`src/rtl/event_timer.sv`:
```
// Programmable countdown timer with prescaler and one-cycle expiry pulse.
// Word-addressed register port: CTRL, PRESCALE, LOAD, COUNT.
module event_timer #(
   parameter int WIDTH = 32,
   parameter int PW    = 16
) (
   input  logic             clk,
   input  logic             rst,
   input  logic             we,
   input  logic [1:0]       addr,
   input  logic [WIDTH-1:0] wd,
   output logic [WIDTH-1:0] rd,
   output logic             tick,
   output logic             busy
);

   typedef enum logic {
      S_IDLE,
      S_RUN
   } state_t;

   state_t           r_state;
   state_t           w_state_nxt;
   logic [WIDTH-1:0] r_count;
   logic [WIDTH-1:0] w_count_nxt;
   logic [WIDTH-1:0] r_load;
   logic [PW-1:0]    r_pre;
   logic [PW-1:0]    w_pre_nxt;
   logic [PW-1:0]    r_prescale;
   logic             r_periodic;
   logic             w_periodic_nxt;
   logic             r_tick;
   logic             w_tick_nxt;
   logic             w_ctrl_wr;
   logic             w_strobe;

   assign w_ctrl_wr = we && (addr == 2'd0);
   assign w_strobe  = (r_pre >= r_prescale);

   // A CTRL write takes priority over any expiry on the same edge.
   always_comb begin
      w_state_nxt    = r_state;
      w_count_nxt    = r_count;
      w_pre_nxt      = r_pre;
      w_periodic_nxt = r_periodic;
      w_tick_nxt     = 1'b0;
      if (w_ctrl_wr) begin
         if (wd[0]) begin
            w_state_nxt    = S_RUN;
            w_count_nxt    = r_load;
            w_pre_nxt      = '0;
            w_periodic_nxt = wd[1];
         end else begin
            w_state_nxt = S_IDLE;
         end
      end else if (r_state == S_RUN) begin
         if (w_strobe) begin
            w_pre_nxt = '0;
            if (r_count != '0) begin
               w_count_nxt = r_count - WIDTH'(1);
            end else begin
               w_tick_nxt = 1'b1;
               if (r_periodic) begin
                  w_count_nxt = r_load;
               end else begin
                  w_state_nxt = S_IDLE;
               end
            end
         end else begin
            w_pre_nxt = r_pre + PW'(1);
         end
      end
   end

   always_ff @(posedge clk or posedge rst) begin
      if (rst) begin
         r_state    <= S_IDLE;
         r_count    <= '0;
         r_pre      <= '0;
         r_periodic <= 1'b0;
         r_tick     <= 1'b0;
      end else begin
         r_state    <= w_state_nxt;
         r_count    <= w_count_nxt;
         r_pre      <= w_pre_nxt;
         r_periodic <= w_periodic_nxt;
         r_tick     <= w_tick_nxt;
      end
   end

   always_ff @(posedge clk or posedge rst) begin
      if (rst) begin
         r_load     <= '0;
         r_prescale <= '0;
      end else if (we) begin
         if (addr == 2'd1) r_prescale <= wd[PW-1:0];
         if (addr == 2'd2) r_load     <= wd;
      end
   end

   assign tick = r_tick;
   assign busy = (r_state == S_RUN);

   always_comb begin
      rd = '0;
      case (addr)
         2'd0:    rd = {{(WIDTH-2){1'b0}}, r_periodic, busy};
         2'd1:    rd = {{(WIDTH-PW){1'b0}}, r_prescale};
         2'd2:    rd = r_load;
         default: rd = r_count;
      endcase
   end

endmodule
```
`config.mk`:
```
export PLATFORM = sky130hd
export DESIGN_NAME = event_timer
export DESIGN_NICKNAME = d
export VERILOG_FILES = /design/src/rtl/event_timer.sv
export SDC_FILE = /design/constraint.sdc
export NUM_CORES = 1
export LEC_CHECK = 0
export BUFFER_PORTS_ARGS = -buffer_cell sky130_fd_sc_hd__buf_2
export CORE_ASPECT_RATIO = 2
export CORE_UTILIZATION = 38
export CTS_BUF_LIST = sky130_fd_sc_hd__clkbuf_2
export CTS_CLUSTER_SIZE = 12
export DETAILED_ROUTE_END_ITERATION = 16
export PLACE_DENSITY = 0.64
export SYNTH_ARGS = -nofsm -noshare
export SYNTH_HDL_FRONTEND = slang
export SYNTH_SLANG_ARGS = --single-unit
export TNS_END_PERCENT = 30
```
`constraint.sdc`:
```
create_clock -name clk -period 5.5 [get_ports clk]
set_clock_uncertainty 0.15 [all_clocks]
set_input_delay 0.275 -clock clk [delete_from_list [all_inputs] [get_ports clk]]
set_output_delay 0.275 -clock clk [all_outputs]
set_load 0.02 [all_outputs]
```
==> impl_metrics.ini, run 1 <==
[outcome]
run_status = finished, final reports clean

[finish]
final_stage_net_count = 771
fraction_of_final_layout_cells_with_drive_strength_greater_than_1 = 0.238
layoutNonFillerInstCount = 922
synthToLayoutAreaGrowth_pct = 15.3
num-fill-cells = 1550

[grt]
all_layer_gr_usage = 0.229
grt_pass1_vias = 5582
global_route_wire_length_before_repair_mm = 29.6
total_global_routing_overflow = 0
grt_antenna_before_repair = 1
grt_start_max_net_pins = 62

[timing]
worst_hold_slack_ns = 0.0427
rsz0062_at_grt = false
period_utilization_post_route = 0.631
setup-violations-final = 0
setup_slack_ns = 2.03
setup-tns-final_ns = 0
clock.fmax_ghz = 0.288
slew-limit-headroom = 0.240
slew_viol_final = 0
final_hold_viol_count = 0
worstMarginPinSlew_ns = 1.14
finalWorstPathRequiredPeriod_ns = 3.47

[power]
total_power_w = 0.00278
power-per-cell-area_nw_per_um2 = 392
power.leakage_nw = 3.10
vdd.ir_drop.worst_v = 0.000130

[placed_design]
gp_congestion = 0.921
place.port_buffers = 70
place.detailed.hpwl_mm = 13.2
pre_cts_ws_ns = 2.11
dp_cells = 872

[route]
route.final.wire_length_mm = 18.5
drt-pass1-iter-count = 5
drtIter0Drc = 449
postRouteAntennaNets = 0
number_of_drc_violations_after_detailed_routing = 0
avgRoutedWirePerCell_um = 20.1
avgViaCountPerCell = 5.88
dr_total_vias = 5422

[logic_synthesis]
synth_top_flop_cell = sky130_fd_sc_hd__dfrtp_1
syn_avg_cell_area_um2 = 9.71
yosys_warnings = 0
synth-seq-area-share = 0.402
synth-edff-count = 0
syn-num-nets = 690
postSynthRegisterBits = 99
synth.distinct_cells = 61
synthCells = 634
yosysTopAreaCellShare = 0.402
synthesis.area_um2 = 6160
post_synth_main_area_contributors = sky130_fd_sc_hd__dfrtp_1 40%, sky130_fd_sc_hd__mux2_2 12%, sky130_fd_sc_hd__ha_1 3.9%, sky130_fd_sc_hd__nand2_1 3.4%, sky130_fd_sc_hd__mux2i_1 3.3%
async_flop_share = 1.00
yosysTopAreaCell = sky130_fd_sc_hd__dfrtp_1

[clock_tree]
tritoncts = built
clk_transition_reported_paths_ns = 0.27
worst_skew_pair.late_latency_ns = 0.67
ctsLongestPathBuffers = 2
clock_net_sink_count = 99
post_cts_resize_count = 0
clock-root-buffer = sky130_fd_sc_hd__clkbuf_2
cts_max_level = 3
cts_buffers = 9

[setup_path]
worstSetupStartpointType = flip-flop
critical_path.max_stage_delay_ns = 0.86
path_class = flip-flop to flip-flop
worst-endpoint-required_ns = 5.91
critPathArrivalTime_ns = 3.88
crit_fanout = 30
crit_slowest_cell = sky130_fd_sc_hd__nand2_1
endpoint_kind = flip-flop
crit_path_cell_chain = or4_1 > or3_4 > or3_1 > nand2_1 > o21ai_0 > mux2_1

[floorplanning]
starting_density_of_the_core = 0.390
core_um2 = 15800
die_width_um = 92.0
top_level_ports = 71
die_height_um = 182
dieArea_um2 = 16800
placement_rows = 65

[hold_path]
min-delay-path-class = primary input to async pin

[run]
timing.max_cap.violations = 0
-- critical path, delay by kind of cell (launching register included) --
| kind | cells | cell delay [ns] |
|---|---|---|
| compound gates | 1 | 0.16 |
| simple gates | 4 | 2.27 |
| mux | 1 | 0.32 |
| flops | 1 | 0.50 |
-- flip-flops by register name (all words and copies together) (netlist names) --
name,flops
r_pre,16
r_prescale,16
busy,1
r_count,32
tick,1
r_periodic,1
r_load,32
-- per-stage QoR --
stage                     utilization  instance area (um2)
after global routing            0.450                 7100
after global placement          0.421                 6640
after floorplan                     -                 6160
after CTS                       0.450                 7100
after detailed placement        0.421                 6640
final                           0.450                 7100
-- report_power, final --
| group | internal (W) | leakage (nW) | total [W] | switching, W |
|---|---|---|---|---|
| Sequential | 0.000915 | 1.25 | 0.00116 | 0.000240 |
| Clock | 0.000107 | 0.0643 | 0.000379 | 0.000273 |
| Combinational | 0.000514 | 1.78 | 0.00125 | 0.000735 |
-- path summary, 6_finish.rpt --
| path | start | end | slack (ns) | cells past startpoint |
|---|---|---|---|---|
| worst max-delay path | r_count[24] | r_count[1] | 2.03 | 6 |
| worst min-delay path | rst | tick | 0.04 | 3 |
| worst max register to register | r_count[24] | r_count[1] | 2.03 | 6 |
| worst min register to register | r_pre[2] | r_pre[2] | 0.41 | 1 |
| max in group asynchronous | rst | r_pre[0] | 3.98 | 4 |
| min in group clk | we | r_pre[9] | 0.11 | 5 |
-- per-layer routing --
layer,vias up,GRT usage,wire length (um)
met5,-,0,0
met4,0,0.143,907
met3,51,0.0297,596
met2,164,0.419,10100
met1,2672,0.245,6880
li1,2535,-,-
-- layout by cell type, fill, tap and decap left out, types with 4 or more instances in the layout --
cell,synthesis,routed
sky130_fd_sc_hd__a22o_1,15,15
sky130_fd_sc_hd__a2111oi_0,8,8
sky130_fd_sc_hd__o22ai_1,25,25
sky130_fd_sc_hd__a211oi_1,16,16
sky130_fd_sc_hd__buf_4,2,9
sky130_fd_sc_hd__o21ai_1,5,5
sky130_fd_sc_hd__nor2b_1,19,19
sky130_fd_sc_hd__or3_1,16,16
sky130_fd_sc_hd__clkbuf_2,0,9
sky130_fd_sc_hd__dlygate4sd3_1,0,33
sky130_fd_sc_hd__and3_1,4,4
sky130_fd_sc_hd__o31ai_1,6,6
sky130_fd_sc_hd__nand3_1,13,13
sky130_fd_sc_hd__nand2_1,56,56
sky130_fd_sc_hd__nor2_1,17,17
sky130_fd_sc_hd__mux2i_1,20,20
sky130_fd_sc_hd__a21oi_1,19,18
sky130_fd_sc_hd__ha_1,19,19
sky130_fd_sc_hd__buf_2,4,70
sky130_fd_sc_hd__a21o_1,7,7
sky130_fd_sc_hd__nand4_1,6,6
sky130_fd_sc_hd__inv_1,30,29
sky130_fd_sc_hd__o31a_1,6,6
sky130_fd_sc_hd__mux2_2,63,63
sky130_fd_sc_hd__a22oi_1,11,11
sky130_fd_sc_hd__dfrtp_1,99,99
sky130_fd_sc_hd__nor4_1,14,14
sky130_fd_sc_hd__o21ai_0,31,31
sky130_fd_sc_hd__nor3_1,20,20
-- kinds of logic (layout without fill, tap and decap cells) --
| group | after synthesis | after routing | synth area share |
|---|---|---|---|
| multiplexers | 86 | 86 | 0.157 |
| flip-flops | 99 | 99 | 0.402 |
| adder cells (fa/ha/maj) | 19 | 19 | 0.0386 |
| AO/OA/AOI/OAI | 164 | 164 | 0.182 |
| AND/OR/NAND/NOR | 194 | 194 | 0.170 |
| other | 0 | 1 | 0 |
| buffers and inverters | 72 | 158 | 0.0496 |
-- area by class of cell --
class                      count  area, um2  area share
antenna                        1       2.50    0.000353
multi-input combinational    463       3380       0.476
clock inverter                 7       78.8      0.0111
inverter                      30        115      0.0162
tap                          201        251      0.0354
timing repair buffer         112        748       0.105
clock buffer                   9       45.0     0.00635
sequential                    99       2480       0.349
-- synthesized netlist by cell type, types with 7 or more instances --
master                       n
sky130_fd_sc_hd__dfrtp_1    99
sky130_fd_sc_hd__mux2_2     63
sky130_fd_sc_hd__nand2_1    56
sky130_fd_sc_hd__o21ai_0    31
sky130_fd_sc_hd__inv_1      30
sky130_fd_sc_hd__clkbuf_1   28
sky130_fd_sc_hd__o22ai_1    25
sky130_fd_sc_hd__mux2i_1    20
sky130_fd_sc_hd__nor3_1     20
sky130_fd_sc_hd__a21oi_1    19
sky130_fd_sc_hd__ha_1       19
sky130_fd_sc_hd__nor2b_1    19
sky130_fd_sc_hd__nor2_1     17
sky130_fd_sc_hd__a211oi_1   16
sky130_fd_sc_hd__or3_1      16
sky130_fd_sc_hd__a22o_1     15
sky130_fd_sc_hd__nor4_1     14
sky130_fd_sc_hd__nand3_1    13
sky130_fd_sc_hd__a22oi_1    11
sky130_fd_sc_hd__a2111oi_0   8
sky130_fd_sc_hd__a21o_1      7
-- repair_timing --
item,in CTS,in global routing
hold buffers,33,0
setup buffers,0,0
endpoints found under the hold margin,89,0
setup endpoints to repair,0,0
No activity file was read; power rests on OpenSTA's default activity.
==> inputs of run 2 (changes only) <==
Clock period 5.5 ns to 3.2 ns, I/O delays scaled along.
==> run 2 against run 1 <==
Net effect:
- utilization grew 1.5 points
- critical endpoint is now r_count[20]
- die area is the same
- via count grew 3.7%
- critical path depth grew 1
- register-to-register slack lost 1.8 ns
- sequential share of layout area shrank 1.1 points
- final cell count grew 2.6%
- hold slack gained 0.052 ns
- global-route usage grew 0.12 points
- combinational power grew 81%
==> impl_metrics.ini, run 2 (synthesis results as in run 1) <==
[route]
postRouteAntennaNets = 0
number_of_drc_violations_after_detailed_routing = 0
avgRoutedWirePerCell_um = 19.7
route.final.wire_length_mm = 18.7
drt-pass1-iter-count = 6
avgViaCountPerCell = 5.94
drtIter0Drc = 387
dr_total_vias = 5621

[timing]
clock.fmax_ghz = 0.336
finalWorstPathRequiredPeriod_ns = 2.97
slew-limit-headroom = 0.247
setup_slack_ns = 0.226
final_hold_viol_count = 0
rsz0062_at_grt = false
slew_viol_final = 0
setup-violations-final = 0
period_utilization_post_route = 0.929
worstMarginPinSlew_ns = 1.13
setup-tns-final_ns = 0

[clock_tree]
worst_skew_pair.late_latency_ns = 0.66
cts_buffers = 9
clock_net_sink_count = 99
clk_transition_reported_paths_ns = 0.28
clock-root-buffer = sky130_fd_sc_hd__clkbuf_2
tritoncts = built
ctsLongestPathBuffers = 2
cts_setup_buffers = 0
cts_max_level = 3
post_cts_resize_count = 0

[power]
vdd.ir_drop.worst_v = 0.000223
sw_pwr_w = 0.00216
power-per-cell-area_nw_per_um2 = 668
power.sequential.fraction = 0.402
sw_frac_of_total = 0.440
share_clk_of_total_power = 0.137
internal-power_w = 0.00274
comb_pwr_share = 0.461
power.leakage_nw = 3.24

[grt]
grt_antenna_before_repair = 1
grt_start_max_net_pins = 86
all_layer_gr_usage = 0.231
total_global_routing_overflow = 0
global_route_wire_length_before_repair_mm = 29.9
grt_pass1_vias = 5887

[placed_design]
place.port_buffers = 70
gp_congestion = 0.908
pre_cts_ws_ns = 0.245
place.detailed.hpwl_mm = 13.6

[setup_path]
worstReg2RegStart = r_count[24]
worstSetupStartpointType = flip-flop
critPathArrivalTime_ns = 3.41
crit_fanout = 11
worst_reg2reg_setup_slack_ns = 0.23
critical_path.reg2reg.endpoint = r_count[20]
worst-endpoint-required_ns = 3.64
worst_setup_path_endpoint = r_count[20]
critical_path.startpoint = r_count[24]
endpoint_kind = flip-flop
path_class = flip-flop to flip-flop
worst_r2r_path_depth = 7

[floorplanning]
die_height_um = 182
core_um2 = 15800
placement_rows = 65
dieArea_um2 = 16800
top_level_ports = 71
die_width_um = 92.0
starting_density_of_the_core = 0.390

[finish]
fraction_of_final_layout_cells_with_drive_strength_greater_than_1 = 0.257
num-fill-cells = 1535
most-common-layout-cells = 99 x sky130_fd_sc_hd__dfrtp_1, 70 x sky130_fd_sc_hd__buf_2, 63 x sky130_fd_sc_hd__mux2_2, 56 x sky130_fd_sc_hd__nand2_1, 36 x sky130_fd_sc_hd__dlygate4sd3_1
final_stage_net_count = 795
layout_top_registers = r_count x32, r_load x32
synthToLayoutAreaGrowth_pct = 19.1
layout.cells.most_common = sky130_fd_sc_hd__dfrtp_1

[hold_path]
min-delay-path-class = primary input to flip-flop

[run]
timing.max_cap.violations = 0

[outcome]
run_status = finished, final reports clean
## run 2: changes by cell type in the layout (fill, tap and decap cells not counted)
cell                            before  now
sky130_fd_sc_hd__buf_12              0    4
sky130_fd_sc_hd__buf_4               9   26
sky130_fd_sc_hd__a21oi_1            18   19
sky130_fd_sc_hd__a21oi_2             1    0
sky130_fd_sc_hd__clkinv_4            3    2
sky130_fd_sc_hd__dlygate4sd3_1      33   36
sky130_fd_sc_hd__inv_6               0    2
sky130_fd_sc_hd__clkinvlp_4          3    1
sky130_fd_sc_hd__inv_8               0    1
## run 2: stage by stage
stage	utilization	instances	hold slack (ns)	cell area (um2)	total power (W)
after floorplan	-	634	0.161	6160	0.00342
after global placement	0.434	893	-0.0388	6850	0.00413
after detailed placement	0.434	893	-0.0393	6850	0.00419
after CTS	0.465	945	0.0707	7330	0.00490
after global routing	0.465	946	0.0818	7340	0.00523
final	0.465	946	0.0949	7340	0.00490
## run 2: worst min path at each step
stage | from | to | slack, ns | depth (start not counted)
3_3_place_gp | rst | r_pre[2] | -0.04 | 2
2_1_floorplan | wd[30] | r_load[30] | 0.16 | 1
3_5_place_dp | rst | r_pre[2] | -0.04 | 2
5_1_grt | wd[22] | r_load[22] | 0.08 | 3
6_report | wd[23] | r_load[23] | 0.09 | 3
4_1_cts | wd[23] | r_load[23] | 0.07 | 3
## run 2: final cells by class
class                      instances  area (um2)  share of cell area
antenna                            1        2.50            0.000341
clock buffer                       9        45.0             0.00614
clock inverter                     7        83.8              0.0114
inverter                          30         115              0.0157
multi-input combinational        463        3380               0.460
sequential                        99        2480               0.338
tap                              201         251              0.0343
timing repair buffer             136         986               0.134
## run 2: per-layer routing
| layer | wire length [um] | track usage |
|---|---|---|
| met5 | 0 | 0 |
| met4 | 1080 | 0.158 |
| met3 | 586 | 0.0251 |
| met2 | 10200 | 0.424 |
| met1 | 6850 | 0.240 |
## run 2: timing repair
action                                  4_1_cts  5_1_grt
hold buffers                                 36        0
hold endpoints to repair                    154        0
endpoints found under the setup margin        0        0
## run 2: critical path, cell delays in order, from the launching register on
cell	delay [ns]
sky130_fd_sc_hd__dfrtp_1	0.48
sky130_fd_sc_hd__or4_1	0.56
sky130_fd_sc_hd__or3_4	0.38
sky130_fd_sc_hd__or3_1	0.43
sky130_fd_sc_hd__nand2_1	0.40
sky130_fd_sc_hd__buf_4	0.24
sky130_fd_sc_hd__a22oi_1	0.10
sky130_fd_sc_hd__o22ai_1	0.21
## run 2: power groups by stage
stage          clock, W  combinational (W)  sequential [W]
3_3_place_gp          0            0.00216         0.00197
6_report       0.000671            0.00226         0.00197
2_1_floorplan         0            0.00157         0.00184
4_1_cts        0.000697            0.00225         0.00195
3_5_place_dp          0            0.00221         0.00198
5_1_grt        0.000738            0.00248         0.00201
==> inputs of run 3 (changes only) <==
Settings changed: ABC_AREA set to 1, CELL_PAD_IN_SITES_DETAIL_PLACEMENT set to 0, CELL_PAD_IN_SITES_GLOBAL_PLACEMENT set to 2, CORE_UTILIZATION 38 to 34, CTS_BUF_LIST sky130_fd_sc_hd__clkbuf_2 to sky130_fd_sc_hd__clkbuf_8, PLACE_DENSITY 0.64 to 0.9.
==> run 3 against run 2 <==
Net effect:
- sequential power about the same
- largest cell class unchanged
- the run now ends with DRC left
- critical path type unchanged
- clock power increased by 29%
- final cell count increased by 27%
- clock-buffer cell count increased by 2
- power increased by 7.0%
==> impl_metrics.ini, run 3 <==
[setup_path]
worst-endpoint-required_ns = 3.38
critPathArrivalTime_ns = 2.59
crit_fanout = 24
path_class = flip-flop to flip-flop
worstSetupStartpointType = flip-flop
worst_r2r_path_depth = 13
endpoint_kind = flip-flop

[hold_path]
min-delay-path-class = primary input to flip-flop
min_delay_path_depth = 3

[timing]
slew-limit-headroom = 0.431
rsz0062_at_grt = false
setup-tns-final_ns = 0
final_hold_viol_count = 0
slew_viol_final = 0
period_utilization_post_route = 0.751
setup-violations-final = 0
clock.fmax_ghz = 0.416
finalWorstPathRequiredPeriod_ns = 2.40
worstMarginPinSlew_ns = 0.853

[power]
internal-power_w = 0.00278
share_clk_of_total_power = 0.165
total_power_w = 0.00524
vdd.ir_drop.worst_v = 0.000293
sw_frac_of_total = 0.469
power-per-cell-area_nw_per_um2 = 714
comb_pwr_share = 0.462
sw_pwr_w = 0.00246
power.sequential.fraction = 0.372
power.leakage_nw = 3.79

[route]
postRouteAntennaNets = 0
avgViaCountPerCell = 4.99
number_of_drc_violations_after_detailed_routing = 4
drt-pass1-iter-count = 11
dr_total_vias = 5996
drtIter0Drc = 402
avgRoutedWirePerCell_um = 17.3
route.final.wire_length_mm = 20.8

[placed_design]
place.port_buffers = 70
place.detailed.hpwl_mm = 16.1
gp_congestion = 0.899

[logic_synthesis]
syn-num-nets = 944
yosys_warnings = 0
syn_avg_cell_area_um2 = 7.04
synthCells = 888
most_common_library_cells_after_synthesis = 274 x sky130_fd_sc_hd__nand2_1, 122 x sky130_fd_sc_hd__nor2_1, 115 x sky130_fd_sc_hd__inv_1
yosysTopAreaCell = sky130_fd_sc_hd__dfrtp_1
synth-edff-count = 0
async_flop_share = 1.00
post_synth_main_area_contributors = sky130_fd_sc_hd__dfrtp_1 40%, sky130_fd_sc_hd__nand2_1 16%, sky130_fd_sc_hd__nor2_1 7.3%, sky130_fd_sc_hd__inv_1 6.9%, sky130_fd_sc_hd__o21ai_0 5.5%
synthesis.area_um2 = 6250
yosysTopAreaCellShare = 0.396
synth.distinct_cells = 38
postSynthRegisterBits = 99
synth-seq-area-share = 0.396
synth_top_flop_cell = sky130_fd_sc_hd__dfrtp_1
yosys.cell_count.top_type = sky130_fd_sc_hd__nand2_1

[floorplanning]
starting_density_of_the_core = 0.350
die_width_um = 97.9
die_height_um = 194
core_um2 = 17900
top_level_ports = 71
placement_rows = 69
dieArea_um2 = 19000

[clock_tree]
clock_net_sink_count = 99
clock-root-buffer = sky130_fd_sc_hd__clkbuf_8
worst_skew_pair.late_latency_ns = 0.40
clk_transition_reported_paths_ns = 0.11
postCtsHoldBufs = 34
cts_buffers = 9
tritoncts = built
post_cts_resize_count = 0
ctsLongestPathBuffers = 2
cts_max_level = 3
cts_setup_buffers = 0

[grt]
grt_antenna_before_repair = 0
total_global_routing_overflow = 0
global_route_wire_length_before_repair_mm = 32.8
grt_start_max_net_pins = 63
all_layer_gr_usage = 0.230
grt_pass1_vias = 6054

[finish]
synthToLayoutAreaGrowth_pct = 17.5
num-fill-cells = 1912
layout.cells.most_common = sky130_fd_sc_hd__nand2_1
layout_top_registers = r_count x32, r_load x32
num_antenna_cells = 0
most-common-layout-cells = 273 x sky130_fd_sc_hd__nand2_1, 121 x sky130_fd_sc_hd__nor2_1, 114 x sky130_fd_sc_hd__inv_1, 99 x sky130_fd_sc_hd__dfrtp_1, 70 x sky130_fd_sc_hd__buf_2
final_stage_net_count = 1041
fraction_of_final_layout_cells_with_drive_strength_greater_than_1 = 0.127

[outcome]
run_status = finished, violations left
failing_checks = DRC

[run]
timing.max_cap.violations = 0
==> run 3: cell types whose count changed in the layout (fill, tap and decap cells not counted), sizes merged, moves of 20 or more <==
cell / previous run / this run
nand2: 58 / 280
nor2: 18 / 130
inv: 33 / 117
mux2: 64 / 7
o21ai: 36 / 72
nand3: 13 / 39
mux2i: 20 / 0
==> run 3: power by group through the flow <==
stage	clock network (W)	logic [W]	registers [W]
final	0.000867	0.00242	0.00195
after global placement	0	0.00240	0.00196
after global routing	0.000936	0.00274	0.00200
after floorplan	0	0.00173	0.00184
after CTS	0.000891	0.00244	0.00195
after detailed placement	0	0.00239	0.00197
==> run 3: critical path, stage by stage, from the launching register on <==
cell,delay (ns)
sky130_fd_sc_hd__dfrtp_1,0.43
sky130_fd_sc_hd__ha_1,0.32
sky130_fd_sc_hd__nand2_1,0.07
sky130_fd_sc_hd__nor2_1,0.17
sky130_fd_sc_hd__nand2_1,0.07
sky130_fd_sc_hd__nand2_1,0.06
sky130_fd_sc_hd__nor2_1,0.03
sky130_fd_sc_hd__nand2_1,0.07
sky130_fd_sc_hd__nand2_1,0.08
sky130_fd_sc_hd__nand3_1,0.12
sky130_fd_sc_hd__inv_1,0.08
sky130_fd_sc_hd__nor2_4,0.50
sky130_fd_sc_hd__nand2_1,0.11
sky130_fd_sc_hd__nand2_1,0.08
==> run 3: cell type report <==
cell class,count,area [um2],area share
repair buffers,115,798,0.109
clock inverters,4,50.0,0.00682
multi-input cells,642,3150,0.429
well taps,213,267,0.0363
clock buffers,11,151,0.0206
flip-flops and latches,99,2480,0.337
inverters,118,448,0.0610
==> run 3: final timing paths <==
| path | start | to | slack, ns |
|---|---|---|---|
| max reg2reg | r_pre[7] | r_count[9] | 0.80 |
| min in group asynchronous | rst | r_load[6] | 0.32 |
| max | r_pre[7] | r_count[9] | 0.80 |
| max in group asynchronous | rst | r_count[25] | 1.82 |
| min | we | r_load[18] | 0.20 |
| min reg2reg | r_load[8] | r_load[8] | 0.34 |
==> run 3: layer usage <==
metal | routed length [um] | global-route usage
met1 | 7550 | 0.235
met2 | 11600 | 0.434
met3 | 556 | 0.0292
met4 | 1130 | 0.138
met5 | 0 | 0
==> run 3: kinds of logic after synthesis <==
logic type               after synthesis  synth area share
AO/OA/AOI/OAI                        125             0.113
flip-flops                            99             0.396
XOR/XNOR                              21            0.0294
adder cells (fa/ha/maj)               19            0.0380
buffers and inverters                147             0.100
AND/OR/NAND/NOR                      470             0.310
multiplexers                           7            0.0126
==> run 3: stage by stage <==
step / setup WS (ns) / cell area (um2) / instances / util / hold WS [ns]
after floorplan: 0.300 / 6250 / 888 / - / 0.104
after global placement: 0.764 / 6800 / 1153 / 0.381 / 0.245
after detailed placement: 0.774 / 6800 / 1153 / 0.381 / 0.241
after CTS: 0.745 / 7340 / 1202 / 0.411 / 0.177
after global routing: 0.553 / 7340 / 1202 / 0.411 / 0.200
final: 0.797 / 7340 / 1202 / 0.411 / 0.195
